**src/rtl/wavepool_entry_drainer.sv**
```systemverilog
// rtl/wavepool_entry_drainer.sv - round-robin drainer of pending entries in a 40-entry store
// Optional occupancy counter compiled in with WAVEPOOL_DRAIN_OCC_EN.
module wavepool_entry_drainer (
    input  logic        clk,
    input  logic        rst,
    input  logic        wr_en,
    input  logic [5:0]  wr_addr,
    input  logic        flush,
    output logic [5:0]  rd_addr,
    input  logic [34:0] rd_data,
    output logic        out_valid,
    input  logic        out_ready,
    output logic [34:0] out_data,
    output logic [5:0]  out_addr,
    output logic [5:0]  occupancy
);

    localparam int N = 40;

    typedef enum logic {EMPTY = 1'b0, HOLD = 1'b1} state_t;

    state_t        state;
    logic [N-1:0]  pending;
    logic [N-1:0]  pend_next;
    logic [5:0]    rr_ptr;
    logic [5:0]    sel;
    logic [6:0]    idx;
    logic          found;
    logic          any_pending;
    logic          load;
    logic          valid_next;

    // Circular priority search starting at rr_ptr; idx never exceeds 78 before wrap.
    always_comb begin
        sel   = '0;
        found = 1'b0;
        idx   = '0;
        for (int i = 0; i < N; i++) begin
            idx = {1'b0, rr_ptr} + 7'(i);
            if (idx >= 7'd40)
                idx = idx - 7'd40;
            if (!found && pending[idx[5:0]]) begin
                sel   = idx[5:0];
                found = 1'b1;
            end
        end
    end

    assign any_pending = |pending;
    assign rd_addr     = sel;

    // A write that lands on the entry being loaded is applied after the clear, so it stays pending.
    always_comb begin
        load       = ((state == EMPTY) || out_ready) && any_pending;
        pend_next  = pending;
        valid_next = 1'b0;
        if (flush) begin
            pend_next = '0;
        end else begin
            if (load)
                pend_next[sel] = 1'b0;
            if (wr_en && (wr_addr < 6'd40))
                pend_next[wr_addr] = 1'b1;
            valid_next = load || (out_valid && !out_ready);
        end
    end

    always_ff @(posedge clk) begin
        if (rst) begin
            state     <= EMPTY;
            pending   <= '0;
            rr_ptr    <= '0;
            out_valid <= 1'b0;
            out_data  <= '0;
            out_addr  <= '0;
        end else begin
            pending   <= pend_next;
            out_valid <= valid_next;
            if (flush) begin
                state <= EMPTY;
            end else begin
                case (state)
                    EMPTY: if (load) state <= HOLD;
                    HOLD:  if (out_ready && !load) state <= EMPTY;
                    default: state <= EMPTY;
                endcase
                if (load) begin
                    out_data <= rd_data;
                    out_addr <= sel;
                    rr_ptr   <= (sel == 6'd39) ? 6'd0 : sel + 6'd1;
                end
            end
        end
    end

`ifdef WAVEPOOL_DRAIN_OCC_EN
    logic [5:0] occ_next;

    always_comb begin
        occ_next = {5'b0, valid_next};
        for (int i = 0; i < N; i++)
            occ_next = occ_next + {5'b0, pend_next[i]};
    end

    always_ff @(posedge clk) begin
        if (rst)
            occupancy <= '0;
        else
            occupancy <= occ_next;
    end
`else
    assign occupancy = '0;
`endif

endmodule
```
**config.mk**
```make
export PLATFORM = sky130hd
export DESIGN_NAME = wavepool_entry_drainer
export DESIGN_NICKNAME = d
export VERILOG_FILES = /design/src/rtl/wavepool_entry_drainer.sv
export SDC_FILE = /design/constraint.sdc
export NUM_CORES = 1
export LEC_CHECK = 0
export BUFFER_PORTS_ARGS = -buffer_cell sky130_fd_sc_hd__buf_4
export CAP_MARGIN = 10
export CORE_MARGIN = 4
export CORE_UTILIZATION = 35
export DETAILED_ROUTE_END_ITERATION = 7
export PLACE_DENSITY = 0.62
export SLEW_MARGIN = 5
export SYNTH_ARGS = -nofsm -noshare
export SYNTH_HDL_FRONTEND = slang
export SYNTH_SLANG_ARGS = --single-unit
```
**constraint.sdc**
```tcl
create_clock -name clk -period 8.7 [get_ports clk]
set_input_delay 0.87 -clock clk [delete_from_list [all_inputs] [get_ports clk]]
set_output_delay 0.87 -clock clk [all_outputs]
set_load 0.05 [all_outputs]
```
==> results.sh <==
export IMPL_dp_cells=3178
export IMPL_max_freq_mhz=117.3
export IMPL_internal_power_mw=2.179
export IMPL_clk_path_buf_depth=2
export IMPL_cts_sinks=89
export IMPL_top_usage_layer="met2"
export IMPL_grtUsageMet1_pct=45.98
export IMPL_hold_viol=0
export IMPL_worst_pin_slew_ns=1.347
export IMPL_p_comb_share_pct=85.1
export IMPL_ir_drop_mv=0.4878
export IMPL_whs_path_depth=2
export IMPL_finalSetupViolations=0
export IMPL_clock_latency_ns=0.35
export IMPL_dieArea_sq_mm=0.05302
export IMPL_finClkSkew_ns=0.01541
export IMPL_cap_violations=0
export IMPL_hold_class="reg2reg"
export IMPL_dp_hpwl_microns=80840
export IMPL_layoutNonFillerInstCount=3201
export IMPL_crit_path_max_fanout=12
export IMPL_syn_area_sq_mm=0.01729
export IMPL_routed_wl_microns=99200
export IMPL_start_util_pct=35.40
export IMPL_wire_per_inst_microns=30.99
export IMPL_p_leak_nw=7.878
export IMPL_via_per_inst=6.824
export IMPL_r2r_start="rr_ptr[1]"
export IMPL_status="finished, final reports clean"
export IMPL_drc=0
export IMPL_regToRegEndpoint="rr_ptr[0]"
export IMPL_grt_pass1_wl_microns=142000
export IMPL_fin_crit_ns=8.522
export IMPL_ys_ff_latch=89
export IMPL_grt_start_max_net_pins=72
export IMPL_grtUsageMet2_pct=54.24
export IMPL_period_share_pct=97.96
export IMPL_antenna_left=0
export IMPL_p_sw_mw=3.412
export IMPL_swShare_pct=61.03
export IMPL_drtPass1Iterations=8
export IMPL_grt_use_total_pct=35.79
export IMPL_grt_remaining_overflow=0
export IMPL_p_seq_share_pct=7.8
export IMPL_clkTransAtPathRegs_ns=0.07
export IMPL_p_per_area_mw_per_mm2=278.4
export IMPL_fin_nets=2638
export IMPL_area_growth_syn_to_layout_pct=16.15
export IMPL_io_pins=100
export IMPL_antenna_found_initial=7
export IMPL_port_buffers=93
export IMPL_avgSynthCellArea_sq_um=7.289
export IMPL_postCtsSetupBuffers=0
export IMPL_syn_instance_count=2372
export IMPL_cts_buffers=9
export IMPL_synthArstFlopShare_pct=0
export IMPL_slew_headroom_pct=10.22
export IMPL_gp_congestion=1.052
export IMPL_p_clk_share_pct=7.0
export IMPL_grt_pass1_vias=20180
export IMPL_htreeDepth=3
export IMPL_core_sq_mm=0.04885
export IMPL_slew_violations=0
export IMPL_drtIter0Drc=2685
export IMPL_clock_root_buffer="clkbuf_16"
export IMPL_worstHoldStart="out_data[17]"
export IMPL_rows=81
export IMPL_synthFlopType="dfxtp_1"
export IMPL_use_met3_pct=7.297
export IMPL_crit_path_start_kind="flip-flop"
export IMPL_cts_hold_buf=0
export IMPL_synth_edf_count=0
export IMPL_ff2ff_setup_slack_ns=0.43
export IMPL_synth_cell_types=116
export IMPL_die_y_microns=230.3
export IMPL_num_vias=21840
export IMPL_fill_cells=5191
export IMPL_worst_endpoint_required_ns=7.83
export IMPL_worstRegToRegCells=29
export IMPL_crit_type="reg2out"
export IMPL_ys_warn_count=0
export IMPL_die_x_microns=230.3
export IMPL_critical_path_arrival_ns=7.65
export IMPL_ys_seq_area_share_pct=10.30
export IMPL_setup_tns_ns=0
export IMPL_rsz0062_at_grt="false"
export IMPL_tritoncts="built"
export IMPL_drive_gt1_share_pct=19.83
export IMPL_min_to="out_data[17]"
export IMPL_critPathCaptureType="output port"
## worst max path at each step
| stage | start | depth (start not counted) | endpoint | slack [ns] |
|---|---|---|---|---|
| finish | rr_ptr[1] | 25 | rd_addr[1] | 0.18 |
| global route | rr_ptr[1] | 23 | rd_addr[5] | 0.02 |
| CTS | rr_ptr[3] | 20 | rd_addr[5] | 0.23 |
| detailed placement | rr_ptr[2] | 23 | rd_addr[5] | 0.38 |
| global placement | rr_ptr[2] | 23 | rd_addr[5] | 0.33 |
| floorplan | rr_ptr[1] | 26 | rd_addr[4] | 0.99 |
## cells in the mapped netlist, drive strengths merged, types with 31 or more instances
cell type | instances | area, sq um
nor2 | 147 | 554.3
or3 | 31 | 198.9
nand2b | 31 | 193.9
mux4 | 51 | 1149
xnor2 | 47 | 419.2
nand3 | 68 | 340.3
o21ai | 131 | 678.2
o211ai | 43 | 322.8
a31oi | 35 | 234.0
nor3 | 97 | 516.8
mux2i | 99 | 991.0
nor4 | 40 | 262.8
dfxtp | 89 | 1782
nand2 | 269 | 1010
clkbuf | 79 | 296.5
ha | 65 | 813.3
a211oi | 57 | 427.9
a21oi | 179 | 895.9
and2 | 37 | 231.5
buf | 77 | 417.9
inv | 84 | 315.3
mux2 | 53 | 600.6
## timing repair
item | CTS | global route
endpoints found under the setup margin | 1 | 3
gates cloned | 0 | 0
pin swaps | 0 | 0
hold endpoints to repair | 0 | 0
resized for setup | 1 | 4
## cells in the final DEF (no fill, tap or decap), types with 19 or more instances in the layout
| cell type | instances |
|---|---|
| a211oi_1 | 56 |
| ha_1 | 64 |
| o211ai_1 | 43 |
| nor4_1 | 37 |
| a21oi_1 | 179 |
| xnor2_1 | 45 |
| and2_1 | 36 |
| a21o_1 | 27 |
| mux2_2 | 46 |
| inv_1 | 79 |
| nand2_1 | 269 |
| nand4_1 | 27 |
| o21a_1 | 29 |
| or3_1 | 30 |
| nor3_1 | 92 |
| o22ai_1 | 19 |
| nor2_1 | 145 |
| a31oi_1 | 34 |
| mux2i_1 | 99 |
| nand3_1 | 68 |
| buf_4 | 288 |
| nand2b_1 | 31 |
| and3_1 | 22 |
| mux4_2 | 51 |
| o21ai_0 | 108 |
| nor2b_1 | 20 |
| dfxtp_1 | 83 |
| o21ai_1 | 19 |
## state kept, by name, indices dropped and copies added (netlist names)
name and flops:
pending 40, out_data 35, out_addr 6, rr_ptr 6
out_valid 1, state 1
## cell type report
type | instances | area, sq um | share of cell area (%)
Tap cell | 664 | 830.8 | 4.137
Sequential cell | 89 | 1792 | 8.922
Multi-Input combinational cell | 2041 | 14540 | 72.39
Inverter | 91 | 341.6 | 1.701
Antenna cell | 6 | 15.01 | 0.07476
Clock inverter | 7 | 73.82 | 0.3676
Timing Repair Buffer | 294 | 2267 | 11.29
Clock buffer | 9 | 225.2 | 1.121
## power groups by stage
| stage | clock (mW) | combinational [mW] | sequential [mW] |
|---|---|---|---|
| 2_1_floorplan | 0 | 2.63 | 0.468 |
| 3_3_place_gp | 0 | 4.59 | 0.446 |
| 3_5_place_dp | 0 | 4.58 | 0.447 |
| 4_1_cts | 0.400 | 4.61 | 0.437 |
| 5_1_grt | 0.414 | 4.97 | 0.439 |
| 6_report | 0.393 | 4.76 | 0.438 |
## per-stage QoR
stage	total power, mW	setup WS [ns]	instance area (sq um)	hold WS [ns]	util [%]
final	5.591	0.1776	20080	0.4561	41.11
after global routing	5.826	0.02428	20070	0.4764	41.08
after CTS	5.447	0.2301	20040	0.4562	41.03
after detailed placement	5.030	0.3817	19740	0.4466	40.41
after global placement	5.041	0.3315	19740	0.4434	40.41
after floorplan	3.098	0.9923	17310	0.4600	-
## per-layer routing
| layer | routed length (microns) | share of wire, % | vias to the layer above |
|---|---|---|---|
| li1 | - | - | 9474 |
| met1 | 39100 | 39 | 10640 |
| met2 | 41720 | 42 | 1429 |
| met3 | 10020 | 10 | 299 |
| met4 | 8331 | 8.4 | 4 |
| met5 | 14 | 0.014 | - |
## critical path, stage by stage, from the launching register on
cell and delay [ns]:
dfxtp_4 0.37, clkinv_1 0.36, ha_1 0.63, nor2b_1 0.47, o21a_1 0.25, nor2_1 0.09
inv_1 0.19, ha_1 0.43, nor2_1 0.10, o211ai_1 0.19, o21ai_0 0.25, o32a_1 0.41
a22oi_1 0.57, and2_1 0.37, and4_1 0.58, buf_4 0.22, nand2_1 0.07, buf_4 0.19
a211oi_1 0.24, o22ai_1 0.13, buf_4 0.15, a211oi_1 0.45, o21ai_2 0.12, a31oi_4 0.22
inv_2 0.06, buf_4 0.19
## cells by family (layout without fill, tap and decap cells)
group,count (synthesis),in the layout,synth area share [%]
adders and majority gates,66,66,4.819
buffers and inverters,247,401,6.107
other,1,12,0.02169
DFF,89,89,10.30
muxes,203,203,15.85
xor gates and xnor gates,56,56,2.924
AOI/OAI and AO/OA,803,803,32.66
and+or+nand+nor,907,907,27.32
Power figures use the tool's default switching activity.
